File: src/rtl/uart_pkg.sv
// uart_pkg: receiver state encoding and bit-period helper shared with the transmit side
package uart_pkg;
  localparam logic [2:0] IDLE      = 3'd0;
  localparam logic [2:0] START     = 3'd1;
  localparam logic [2:0] DATA      = 3'd2;
  localparam logic [2:0] STOP      = 3'd3;
  localparam logic [2:0] WAIT_IDLE = 3'd4;
  localparam logic [2:0] PARITY    = 3'd5;
  function automatic int clks_per_bit(input int clk_mhz, input int baud);
    return clk_mhz * 1000000 / baud;
  endfunction
endpackage

File: src/rtl/fifo.sv
// fifo: first-word fall-through buffer; a write into a full fifo without a read is dropped and flagged
module fifo #(
  parameter int WIDTH = 8,
  parameter int DEPTH = 16
) (
  input  logic             clk,
  input  logic             rst,
  input  logic             wr_en,
  input  logic [WIDTH-1:0] wr_data,
  input  logic             rd_en,
  output logic [WIDTH-1:0] rd_data,
  output logic             valid,
  output logic             full,
  output logic             drop
);
  localparam int AW = $clog2(DEPTH);
  localparam int CW = AW + 1;
  logic [WIDTH-1:0] mem [DEPTH];
  logic [AW-1:0] wr_ptr, rd_ptr;
  logic [CW-1:0] count;
  logic wr_ok, rd_ok;
  assign valid = count != '0;
  assign full = count == CW'(DEPTH);
  assign rd_ok = rd_en & valid;
  assign wr_ok = wr_en & (~full | rd_ok);
  assign drop = wr_en & full & ~rd_ok;
  assign rd_data = valid ? mem[rd_ptr] : '0;
  always_ff @(posedge clk)
    if (wr_ok) mem[wr_ptr] <= wr_data;
  always_ff @(posedge clk) begin
    if (rst) begin
      wr_ptr <= '0;
      rd_ptr <= '0;
      count <= '0;
    end else begin
      if (wr_ok) wr_ptr <= wr_ptr + AW'(1);
      if (rd_ok) rd_ptr <= rd_ptr + AW'(1);
      count <= count + CW'(wr_ok) - CW'(rd_ok);
    end
  end
endmodule

File: src/rtl/uart_rx.sv
// uart_rx: synchronizer, framing FSM and shift register; pulses push for one cycle per good byte (UART_RX_PARITY_EN adds even parity)
module uart_rx
  import uart_pkg::*;
#(
  parameter int CLKS_PER_BIT = 8
) (
  input  logic       clk,
  input  logic       rst,
  input  logic       rx,
  output logic [7:0] data,
  output logic       push,
  output logic       frame_err_set
`ifdef UART_RX_PARITY_EN
  ,
  output logic       parity_err_set
`endif
);
  localparam int HALF = CLKS_PER_BIT / 2;
  localparam int CW = $clog2(CLKS_PER_BIT + 1);
  logic s1, s2, armed, par_ok;
  logic [1:0] ready;
  logic [2:0] state, bit_idx;
  logic [CW-1:0] cnt;
  logic [7:0] shreg;
  logic done_half, done_bit;
  assign done_half = cnt == CW'(HALF - 1);
  assign done_bit = cnt == CW'(CLKS_PER_BIT - 1);
`ifdef UART_RX_PARITY_EN
  logic par_bit;
  assign par_ok = ~^{shreg, par_bit};
`else
  assign par_ok = 1'b1;
`endif
  // armed only after the synchronizer holds a real line sample that was high
  always_ff @(posedge clk) begin
    if (rst) begin
      s1 <= 1'b1;
      s2 <= 1'b1;
      ready <= '0;
      armed <= 1'b0;
      state <= IDLE;
      cnt <= '0;
      bit_idx <= '0;
      shreg <= '0;
      data <= '0;
      push <= 1'b0;
      frame_err_set <= 1'b0;
`ifdef UART_RX_PARITY_EN
      par_bit <= 1'b0;
      parity_err_set <= 1'b0;
`endif
    end else begin
      s1 <= rx;
      s2 <= s1;
      ready <= {ready[0], 1'b1};
      armed <= armed | (ready[1] & s2);
      push <= 1'b0;
      frame_err_set <= 1'b0;
`ifdef UART_RX_PARITY_EN
      parity_err_set <= 1'b0;
`endif
      cnt <= cnt + CW'(1);
      case (state)
        IDLE: begin
          cnt <= '0;
          bit_idx <= '0;
          if (armed && !s2) state <= START;
        end
        START: if (done_half) begin
          cnt <= '0;
          state <= s2 ? IDLE : DATA;
        end
        DATA: if (done_bit) begin
          cnt <= '0;
          shreg <= {s2, shreg[7:1]};
          bit_idx <= bit_idx + 3'd1;
`ifdef UART_RX_PARITY_EN
          if (bit_idx == 3'd7) state <= PARITY;
`else
          if (bit_idx == 3'd7) state <= STOP;
`endif
        end
`ifdef UART_RX_PARITY_EN
        PARITY: if (done_bit) begin
          cnt <= '0;
          par_bit <= s2;
          state <= STOP;
        end
`endif
        STOP: if (done_bit) begin
          cnt <= '0;
          state <= s2 ? IDLE : WAIT_IDLE;
          frame_err_set <= ~s2;
          push <= s2 & par_ok;
          data <= shreg;
`ifdef UART_RX_PARITY_EN
          parity_err_set <= s2 & ~par_ok;
`endif
        end
        WAIT_IDLE: begin
          cnt <= '0;
          if (s2) state <= IDLE;
        end
        default: state <= IDLE;
      endcase
    end
  end
endmodule

File: src/rtl/uart_rx_with_fifo.sv
// uart_rx_with_fifo: UART receiver feeding a FWFT fifo with sticky error flags (UART_RX_PARITY_EN adds parity_err)
module uart_rx_with_fifo
  import uart_pkg::*;
#(
  parameter int BAUD_RATE   = 115200,
  parameter int CLK_VAL_MHZ = 50,
  parameter int FIFO_DEPTH  = 16
) (
  input  logic       clk,
  input  logic       rst,
  input  logic       rx,
  output logic [7:0] rx_data,
  output logic       rx_valid,
  input  logic       rx_rd_en,
  output logic       rx_full,
  output logic       frame_err,
  output logic       overrun,
  input  logic       err_clr
`ifdef UART_RX_PARITY_EN
  ,
  output logic       parity_err
`endif
);
  logic [7:0] rx_byte;
  logic rx_push, ferr_set, drop;
`ifdef UART_RX_PARITY_EN
  logic perr_set;
`endif
  uart_rx #(.CLKS_PER_BIT(clks_per_bit(CLK_VAL_MHZ, BAUD_RATE))) u_rx (
    .clk(clk),
    .rst(rst),
    .rx(rx),
    .data(rx_byte),
    .push(rx_push),
    .frame_err_set(ferr_set)
`ifdef UART_RX_PARITY_EN
    ,
    .parity_err_set(perr_set)
`endif
  );
  fifo #(.WIDTH(8), .DEPTH(FIFO_DEPTH)) u_fifo (
    .clk(clk),
    .rst(rst),
    .wr_en(rx_push),
    .wr_data(rx_byte),
    .rd_en(rx_rd_en),
    .rd_data(rx_data),
    .valid(rx_valid),
    .full(rx_full),
    .drop(drop)
  );
  always_ff @(posedge clk) begin
    if (rst) begin
      frame_err <= 1'b0;
      overrun <= 1'b0;
`ifdef UART_RX_PARITY_EN
      parity_err <= 1'b0;
`endif
    end else begin
      frame_err <= ferr_set | (frame_err & ~err_clr);
      overrun <= drop | (overrun & ~err_clr);
`ifdef UART_RX_PARITY_EN
      parity_err <= perr_set | (parity_err & ~err_clr);
`endif
    end
  end
endmodule

File: config.mk
export PLATFORM = sky130hd
export DESIGN_NAME = uart_rx_with_fifo
export DESIGN_NICKNAME = d
export VERILOG_FILES = /design/src/rtl/uart_pkg.sv /design/src/rtl/fifo.sv /design/src/rtl/uart_rx.sv /design/src/rtl/uart_rx_with_fifo.sv
export SDC_FILE = /design/constraint.sdc
export NUM_CORES = 1
export LEC_CHECK = 0
export ABC_AREA = 0
export BUFFER_PORTS_ARGS = -buffer_cell sky130_fd_sc_hd__buf_2
export CORE_MARGIN = 3
export CORE_UTILIZATION = 47
export DETAILED_ROUTE_END_ITERATION = 10
export PLACE_DENSITY = 0.73
export REMOVE_ABC_BUFFERS = 1
export SETUP_SLACK_MARGIN = 0.5
export SYNTH_ARGS = -nofsm -noshare
export SYNTH_HDL_FRONTEND = slang
export SYNTH_HIERARCHICAL = 1
export SYNTH_SLANG_ARGS = --single-unit
export TNS_END_PERCENT = 50
File: constraint.sdc
create_clock -name clk -period 4.5 [get_ports clk]
set_input_delay 0 -clock clk [delete_from_list [all_inputs] [get_ports clk]]
set_output_delay 0 -clock clk [all_outputs]
set_load 0.005 [all_outputs]
Yosys cells after proc, flatten, opt, wreduce, memory -nomap -nowiden
Memory sizes are Yosys's and may differ from the RTL's. A register that Yosys moved wholly into a read port is not among the register bits.
Cells that the tools add are included.
{"block": "totals", "regBits": 53, "ram_bits": 128, "input_bits": 5, "memories": 1}
{"block": "classes", "n_addsub": 6, "eq_ne": 14, "n_mux": 20, "n_bitwise": 17, "n_reduce_logical": 12}
{"memory": "u_fifo.mem", "words": 16, "width": 8, "read_ports": 1, "rd_ports_with_merged_regs": 1, "wr": 1, "line_no": "fifo.sv:18", "source": "logic [WIDTH-1:0] mem [DEPTH];"}
{"cell": "$pmux W9 S3", "n": 1}
{"cell": "$mux W3", "n": 8}
{"cell": "$mux W9", "n": 2}
{"cell": "$pmux W3 S5", "n": 1}
{"cell": "$ne A2 B1 Y1 const B", "n": 6}
{"cell": "$add A9 B1 Y9 const B", "n": 1}
{"cell": "$eq A9 B8 Y1 const B", "n": 1}
{"cell": "$eq A9 B9 Y1 const B", "n": 1}
{"cell": "$add A4 B1 Y4 const B", "n": 2}
{"cell": "$mux W4", "n": 2}
{"cell": "$mux W8", "n": 1}
{"cell": "$and A1 B1 Y1", "n": 7}
{"cell": "$eq A3 B2 Y1 const B", "n": 2}
{"cell": "$eq A3 B3 Y1 const B", "n": 2}
{"cell": "$not A1 Y1", "n": 6}
{"cell": "$pmux W3 S2", "n": 1}
{"cell": "$reduce_and A2 Y1", "n": 3}
{"cell": "$reduce_and A6 Y1", "n": 1}
{"cell": "$add A5 B1 Y5", "n": 1}
{"cell": "$eq A5 B5 Y1 const B", "n": 1}
{"cell": "$reduce_bool A5 Y1", "n": 1}
{"cell": "$sub A5 B1 Y5", "n": 1}
{"cell": "$or A1 B1 Y1", "n": 4}
{"cell": "$reduce_or A2 Y1", "n": 2}
{"cell": "9 further kinds", "n": 11}

Logic depth before layout (Yosys ltp)
Gate-level depths: netlist of run 1.
{"block": "logic_depth", "word_depth": 6, "mapped_depth": 14, "mapped_depth_nobuf": 14}

Modules after synthesis
Netlist of run 1, hierarchy kept.
{"mod": "fifo", "n_inst": 1, "cells_per_inst": 313, "area_per_inst_um2": 5866.9}
{"mod": "uart_rx", "n_inst": 1, "cells_per_inst": 165, "area_per_inst_um2": 1576.5}
{"mod": "uart_rx_with_fifo", "n_inst": 1, "cells_per_inst": 8, "area_per_inst_um2": 70.1}

Worst setup path after synthesis of run 1
Ideal clock, no wire load.
{"block": "synth_timing", "path_kind": "reg-to-reg", "start": "register u_fifo.count[3]", "end": "register u_fifo.count[4]", "setup_ps": 117, "t_arrival_ps": 2580, "required_ps": 4383, "path_slack_ps": 1804, "path_stages_with_launch": 15, "path_buffers": 0, "synth_period_minus_slack_ps": 2696, "path_cell_list": "dfxtp_1 -> inv_1 -> ha_1 -> or4b_2 -> nand2_1 -> inv_1 -> ha_1 -> inv_1 -> ha_1 -> inv_1 -> fa_1 -> nor2b_1 -> o21bai_1 -> a21oi_1 -> nor3b_1"}
{"block": "synth_between", "elab_chain_len": 6, "word_cells_on_any_way": 8}
{"element": "start, declared", "line_no": "fifo.sv:20", "source": "logic [CW-1:0] count;"}
{"element": "start signal, assigned", "line_no": "fifo.sv:38", "source": "count <= count + CW'(wr_ok) - CW'(rd_ok);"}
{"element": "$reduce_bool A5 Y1 (*)", "line_no": "fifo.sv:22", "source": "assign valid = count != '0;"}
{"element": "$and A1 B1 Y1 (*)", "line_no": "fifo.sv:24", "source": "assign rd_ok = rd_en & valid;"}
{"element": "named net u_fifo.rd_ok", "line_no": "fifo.sv:21", "source": "logic wr_ok, rd_ok;"}
{"element": "$or A1 B1 Y1", "line_no": "fifo.sv:25", "source": "assign wr_ok = wr_en & (~full | rd_ok);"}
{"element": "$and A1 B1 Y1", "line_no": "fifo.sv:25"}
{"element": "$add A5 B1 Y5", "line_no": "fifo.sv:38"}
{"element": "$sub A5 B1 Y5 (*)", "line_no": "fifo.sv:38"}
Mark *: on every way through the listed nets, which the timed path passes. The rest lies on a longest branch.
A chain may end at the register's enable or synchronous reset.

Worst setup path after layout of run 1
{"block": "layout_timing", "start": "register u_fifo.count[2]", "end": "register u_fifo.count[4]"}
The elaborated chain is that of the path after synthesis.

==> results of run 1 <==
## worst max-delay path by stage
stage | slack, ns | depth (start not counted) | endpoint
3_3_place_gp | 1.50 | 14 | u_fifo/count[4]$_SDFF_PP0_
2_1_floorplan | 1.68 | 14 | u_fifo/count[4]$_SDFF_PP0_
5_1_grt | 1.12 | 14 | u_fifo/count[4]$_SDFF_PP0_
4_1_cts | 1.30 | 14 | u_fifo/count[4]$_SDFF_PP0_
6_report | 1.30 | 14 | u_fifo/count[4]$_SDFF_PP0_
3_5_place_dp | 1.36 | 14 | u_fifo/count[4]$_SDFF_PP0_
## sequential cells by signal, indices dropped and copies added (netlist names), named ones only
| register | cells |
|---|---|
| overrun | 1 |
| u_rx/ready | 2 |
| u_rx/push | 1 |
| u_rx/frame_err_set | 1 |
| u_rx/shreg | 8 |
| u_rx/cnt | 9 |
| u_fifo/wr_ptr | 4 |
| u_rx/bit_idx | 3 |
| u_fifo/count | 5 |
| u_rx/armed | 1 |
| u_rx/data | 8 |
| u_rx/state | 3 |
| frame_err | 1 |
| u_fifo/rd_ptr | 4 |
| u_rx/s1 | 1 |
| u_fifo/mem | 128 |
| u_rx/s2 | 1 |
## cell type report
type	count	area, sq um	area share, %
tap	211	264	3.15
clock inverter	14	139	1.66
sequential	185	4980	59.5
multi-input combinational	259	2320	27.7
clock buffer	18	429	5.12
timing repair buffer	26	165	1.97
inverter	21	78.8	0.940
## critical path: stages, from the launching register on
cell and delay, ns:
dfxtp_1 0.32, inv_1 0.08, ha_1 0.18, or4b_2 0.78
nand2_1 0.19, inv_1 0.06, ha_1 0.26, inv_1 0.06
ha_1 0.17, inv_1 0.06, fa_1 0.37, nor2b_1 0.18
o21bai_1 0.11, a21oi_1 0.16, nor3b_1 0.06
## routing by layer
metal  share of wire [%]  GRT usage [%]  vias up
met5                   0              0        -
met1                  45           19.9     2002
li1                    -              -     1882
met3                 4.5           4.22       10
met4                0.99           5.08        0
met2                  50           25.6       93
## power groups by stage
stage | logic, mW | clock network [mW] | registers (mW)
floorplan | 0.380 | 0 | 1.94
global placement | 0.530 | 0 | 1.95
detailed placement | 0.547 | 0 | 1.95
CTS | 0.556 | 1.43 | 1.92
global route | 0.605 | 1.50 | 1.93
finish | 0.551 | 1.40 | 1.91
## cells in the mapped netlist, types with 2 or more instances
library cell	n
a21oi_1	27
and3_1	3
buf_2	9
buf_6	3
clkbuf_1	7
dfxtp_1	57
edfxtp_1	128
ha_1	16
inv_1	21
mux2_2	8
mux2i_1	17
mux4_1	13
mux4_2	19
nand2_1	27
nand2b_1	5
nand3_1	11
nand3_2	2
nand4bb_1	2
nor2_1	40
nor2b_1	5
nor3_1	8
nor3b_1	3
o21a_1	2
o21ai_0	6
o21ai_1	5
o21bai_1	3
o41ai_1	2
or2_2	2
xnor2_1	6
xor2_1	8
## kinds of logic (layout without fill, tap and decap cells)
family | Yosys count | after routing | synth area share [%]
muxes | 57 | 57 | 13.7
AOI/OAI and AO/OA | 52 | 52 | 4.13
and+or+nand+nor | 119 | 119 | 8.49
adders and majority gates | 17 | 17 | 2.93
buffers and inverters | 42 | 79 | 2.76
xor gates and xnor gates | 14 | 14 | 1.63
DFF | 185 | 185 | 66.3
## timing repair
action / 4_1_cts / 5_1_grt
buffers inserted: 0 / 0
hold endpoints to repair: 5 / 0
hold buffers: 4 / 0
==> impl_metrics.csv, run 1 <==
group,metric,value,unit
routing,drt_iter0_markers,246,
final_layout,nNetsFinal,532,
routing,firstDrtPassIters,6,
routing,drc,0,
logic_synthesis,synth-edff-count,128,
floorplan,die_y,132,microns
routing,routedWlPerCell,17.7,microns
floorplan,ios,17,
logic_synthesis,syn_area,7510,sq um
clock_network,cts_buffer_depth,2,
logic_synthesis,synthCells,486,
timing,rsz0062_at_grt,"false",
final_layout,final_area,8380,sq um
timing,fin_crit_sh,71.1,%
worst_setup_path,crit_fanout,13,
floorplan,chipWidth,132,microns
place,hpwl,8570,microns
final_layout,num_antenna_cells,0,
worst_setup_path,worstReg2RegStart,"u_fifo/count[2]$_SDFF_PP0_",
worst_setup_path,reg2reg_depth,14,
worst_setup_path,setup.worst_path.end_class,"flip-flop",
power_and_ir_drop,p_switching,0.954,mW
timing,period_needed,3.20,ns
floorplan,core_area,15400,sq um
timing,worst_pin_slew,1.29,ns
logic_synthesis,avgSynthCellArea,15.5,sq um
global_routing,grt_pass1_wl,20900,microns
power_and_ir_drop,clkPwrFrac,36.2,%
routing,drt_wl_total,13000,microns
timing,drv_slew,0,
worst_hold_path,holdCritStartpoint,"rst",
power_and_ir_drop,internal_power,2.91,mW
timing,setup_viol,0,
power_and_ir_drop,switching_share,24.7,%
logic_synthesis,synth_top_area_share,51.2,%
clock_network,cts_tree,"built",
worst_setup_path,arrival,3.47,ns
worst_setup_path,required,4.77,ns
timing,worst_clock_skew,0.0101,ns
power_and_ir_drop,p_seq_share,49.5,%
worst_hold_path,hold_depth,2,
power_and_ir_drop,power_density,461,nW/um^2
worst_setup_path,worstReg2RegEnd,"u_fifo/count[4]$_SDFF_PP0_",
place,dp.cells,698,
global_routing,grt_max_degree,47,
final_layout,drive_gt1_share,17.2,%
logic_synthesis,synth-seq-cells,185,
place,place_ws,1.36,ns
final_layout,layout_common_cells,"edfxtp_1 (128), dfxtp_1 (57), nor2_1 (40)",
logic_synthesis,ys_types,51,
worst_setup_path,cp-startpoint,"u_fifo/count[2]$_SDFF_PP0_",
clock_network,cts_resized,0,
global_routing,grt_pass1_vias,4027,
timing,finalHoldViolCount,0,
clock_network,clockRootBuffer,"clkbuf_16",
power_and_ir_drop,ir_drop,350,uV
clock_network,cts_made_buffers,17,
final_layout,area_delta_synth_final,11.6,%
floorplan,std_cell_rows,45,
timing,setup_tns,0,ns
timing,fin_ws,1.30,ns
worst_setup_path,rrSetupSlack,1.30,ns
final_layout,fillers,1245,
worst_hold_path,hp-class,"input pin to flip-flop",
final_layout,post-route-util,54.3,%
clock_network,numClockSinks,185,
clock_network,clock_latency,0.42,ns
routing,ant_nets,0,
logic_synthesis,synth_area_leaders,"edfxtp_1 (51%), dfxtp_1 (15%), mux4_2 (5.7%), mux4_1 (4.5%), ha_1 (2.7%)",
timing,whs,0.150,ns
status,outcome,"complete, no violations",
worst_setup_path,startpoint_type,"flip-flop",
place,io_buffers,16,
routing,num_vias,3987,
place,gp_congestion,0.752,
place,placed_cell_area,7770,sq um
power_and_ir_drop,power.total,3.86,mW
clock_network,htreeDepth,4,
worst_setup_path,critical_path_class,"flip-flop to flip-flop",
logic_synthesis,ys_async_sr_fraction,0,%
logic_synthesis,ys.flop_type,"edfxtp_1",
power_and_ir_drop,p_leak,2.78,nW
final_layout,stdcell_count,734,
clock_network,clk_pin_slew,0.06,ns
routing,vias_per_cell,5.43,
global_routing,grt.overflow.total,0,
floorplan,initial_core_util,48.7,%
logic_synthesis,ys_seq_area_share,66.3,%
global_routing,grtUsageTotal,15.4,%
logic_synthesis,yosysWarnings,6,
timing,timing.fmax,313,MHz
global_routing,antenna_found_initial,0,
power_and_ir_drop,p_comb_share,14.3,%
timing,relSlewSlack,13.1,%
logic_synthesis,synth.largest_area_cell,"edfxtp_1",
flow_run,drv_cap,0,
final_layout,final_common_cell,"edfxtp_1",
floorplan,die_area,17500,sq um
Power figures use the tool's default switching activity.
==> run 2: changes to the inputs <==
Settings changed: ABC_AREA 0 to 1, PLACE_DENSITY 0.73 to 0.75.
Clock period 4.5 ns to 2.8 ns, I/O delays scaled along.
==> run 2 against run 1 <==
Critical path depth is 4 lower. Sequential power is 61% higher. Core utilization is 0.93 points higher.
==> impl_metrics.csv, run 2 <==
group,metric,value,unit
clock_network,numClockSinks,185,
worst_setup_path,critical_path_class,"flip-flop to flip-flop",
floorplan,core_area,16100,sq um
floorplan,std_cell_rows,46,
final_layout,num_antenna_cells,0,
worst_setup_path,max_stage_delay,0.59,ns
place,gp_congestion,0.826,
place,dp.cells,967,
routing,ant_nets,0,
place,io_buffers,16,
timing,worst_clock_skew,0.00684,ns
logic_synthesis,ys_async_sr_fraction,0,%
worst_setup_path,critical_path.most_common_cell,"inv_2",
timing,relSlewSlack,45.1,%
worst_setup_path,cp_num_buf_inv,3,
floorplan,die_y,135,microns
logic_synthesis,synth-edff-count,128,
global_routing,grt.overflow.total,0,
floorplan,chipWidth,135,microns
worst_hold_path,hp-class,"input pin to flip-flop",
timing,period_needed,2.26,ns
clock_network,clockRootBuffer,"clkbuf_16",
final_layout,largestRegisters,"u_fifo/mem x128, u_rx/cnt x9",
logic_synthesis,ys_types,29,
final_layout,nNetsFinal,819,
global_routing,grtUsageTotal,18.9,%
timing,finalHoldViolCount,0,
final_layout,final_common_cell,"nand2_1",
worst_setup_path,crit_family,"simple AND/OR/NAND/NOR gates",
clock_network,clk_pin_slew,0.07,ns
logic_synthesis,synth_top_area_share,49.4,%
worst_setup_path,path_cells,"inv_2 -> ha_4 -> nand3_4 -> nor2_4 -> nand2_2 -> nand2_4 -> buf_4 -> inv_2 -> nand2_1 -> nor2_1",
logic_synthesis,synth.largest_area_cell,"edfxtp_1",
global_routing,antenna_found_initial,0,
routing,vias_per_cell,5.29,
timing,drv_slew,0,
final_layout,fillers,1316,
routing,firstDrtPassIters,5,
logic_synthesis,avgSynthCellArea,10.3,sq um
routing,drc,0,
worst_setup_path,worst_path_max_delay_cell,"nor2_1",
worst_setup_path,required,2.87,ns
timing,fin_crit_sh,80.9,%
worst_setup_path,startpoint_type,"flip-flop",
clock_network,cts_buffer_depth,2,
final_layout,largest_reg_flops,128,
logic_synthesis,synthCells,758,
final_layout,area_delta_synth_final,14.1,%
floorplan,initial_core_util,48.4,%
worst_setup_path,arrival,2.33,ns
global_routing,grt_max_degree,65,
logic_synthesis,synth-seq-cells,185,
status,outcome,"complete, no violations",
power_and_ir_drop,p_leak,3.57,nW
final_layout,layout_common_cells,"nand2_1 (203), edfxtp_1 (128), nand3_1 (110)",
logic_synthesis,synth.most_common_cell,"nand2_1",
clock_network,cts_made_buffers,17,
final_layout,stdcell_count,1026,
timing,setup_tns,0,ns
timing,worst_pin_slew,0.822,ns
routing,drt_wl_total,16900,microns
power_and_ir_drop,ir_drop,507,uV
floorplan,ios,17,
timing,rsz0062_at_grt,"true",
clock_network,clock_latency,0.43,ns
clock_network,htreeDepth,4,
global_routing,grt_pass1_vias,5042,
clock_network,cts_tree,"built",
timing,setup_viol,0,
final_layout,max_flop_register,"u_fifo/mem",
power_and_ir_drop,power_density,800,nW/um^2
floorplan,die_area,18100,sq um
logic_synthesis,synth_common_cells,"nand2_1 (205), edfxtp_1 (128), nand3_1 (111)",
logic_synthesis,ys_seq_area_share,64.1,%
timing,timing.fmax,442,MHz
worst_setup_path,setup.worst_path.end_class,"flip-flop",
place,hpwl,9940,microns
logic_synthesis,yosysWarnings,6,
worst_setup_path,crit_fanout,8,
routing,drt_iter0_markers,442,
flow_run,drv_cap,0,
logic_synthesis,synth_area_leaders,"edfxtp_1 (49%), dfxtp_1 (15%), nand2_1 (9.9%), nand3_1 (7.1%), ha_1 (2.6%)",
routing,num_vias,5428,
routing,routedWlPerCell,16.5,microns
logic_synthesis,ys.flop_type,"edfxtp_1",
logic_synthesis,syn_area,7770,sq um
final_layout,drive_gt1_share,15.8,%
global_routing,grt_pass1_wl,26300,microns
==> run 2: per-stage QoR <==
step / hold slack [ns] / cell area, sq um / power (mW) / setup WS (ns) / utilization [%]
finish: 0.296 / 8870 / 7.09 / 0.536 / 55.3
global route: 0.289 / 8870 / 7.45 / 0.405 / 55.3
CTS: 0.272 / 8740 / 6.98 / 0.505 / 54.4
detailed placement: 0.188 / 7970 / 4.57 / 0.318 / 49.6
global placement: 0.186 / 7970 / 4.54 / 0.389 / 49.6
floorplan: 0.0667 / 7580 / 4.11 / 0.324 / -
==> run 2: power by group <==
part	leakage, nW	internal [mW]	switching [mW]	total, mW
combinational	1.36	0.674	1.04	1.71
sequential	1.92	2.97	0.0945	3.07
clock	0.293	1.30	1.02	2.31
==> run 2: kinds of logic after synthesis <==
logic type                 after synthesis  synth area share (%)
DFF                                    185                  64.1
and+or+nand+nor                        392                  22.0
buffers and inverters                   86                  5.31
AOI/OAI and AO/OA                       68                  4.57
xor gates and xnor gates                10                  1.13
adders and majority gates               17                  2.83
==> run 2: area by class of cell <==
cell class | instances | area, sq um | area share, %
clock buffer | 22 | 504 | 5.68
clock inverter | 10 | 77.6 | 0.874
inverter | 57 | 220 | 2.48
multi-input combinational | 487 | 2460 | 27.8
sequential | 185 | 4990 | 56.2
tap | 216 | 270 | 3.05
timing repair buffer | 48 | 342 | 3.85
timing repair inverter | 1 | 7.51 | 0.0846
==> run 2: layer usage <==
metal	track usage (%)	part of all wire [%]	vias to the layer above
li1	-	-	2630
met5	0	0	-
met3	4.51	7.3	33
met2	30.0	47	215
met4	6.50	1.7	0
met1	25.6	44	2550
==> run 2: worst paths after layout <==
path	from	to	slack, ns	cells past startpoint
setup / recovery	u_fifo/count[2]$_SDFF_PP0_	u_fifo/mem[2][5]$_DFFE_PP_	0.54	10
hold / removal	rx	u_rx/s1$_SDFF_PP1_	0.30	3
setup reg to reg	u_fifo/count[2]$_SDFF_PP0_	u_fifo/mem[2][5]$_DFFE_PP_	0.54	10
hold reg to reg	u_rx/ready[0]$_DFF_P_	u_rx/ready[1]$_SDFF_PP0_	0.41	2
==> run 2: worst min-delay path: cells and delay by family <==
kind | cells | cell delay [ns]
buffers and inverters | 2 | 0.61
and+or+nand+nor | 1 | 0.08
==> run 2: timing repair <==
action,in CTS,in global routing
hold endpoints to repair,13,0
gates cloned,0,1
gates resized for setup,12,26
endpoints found under the setup margin,1,141
pin swaps,7,11
hold buffers,4,0
buffers inserted,16,6
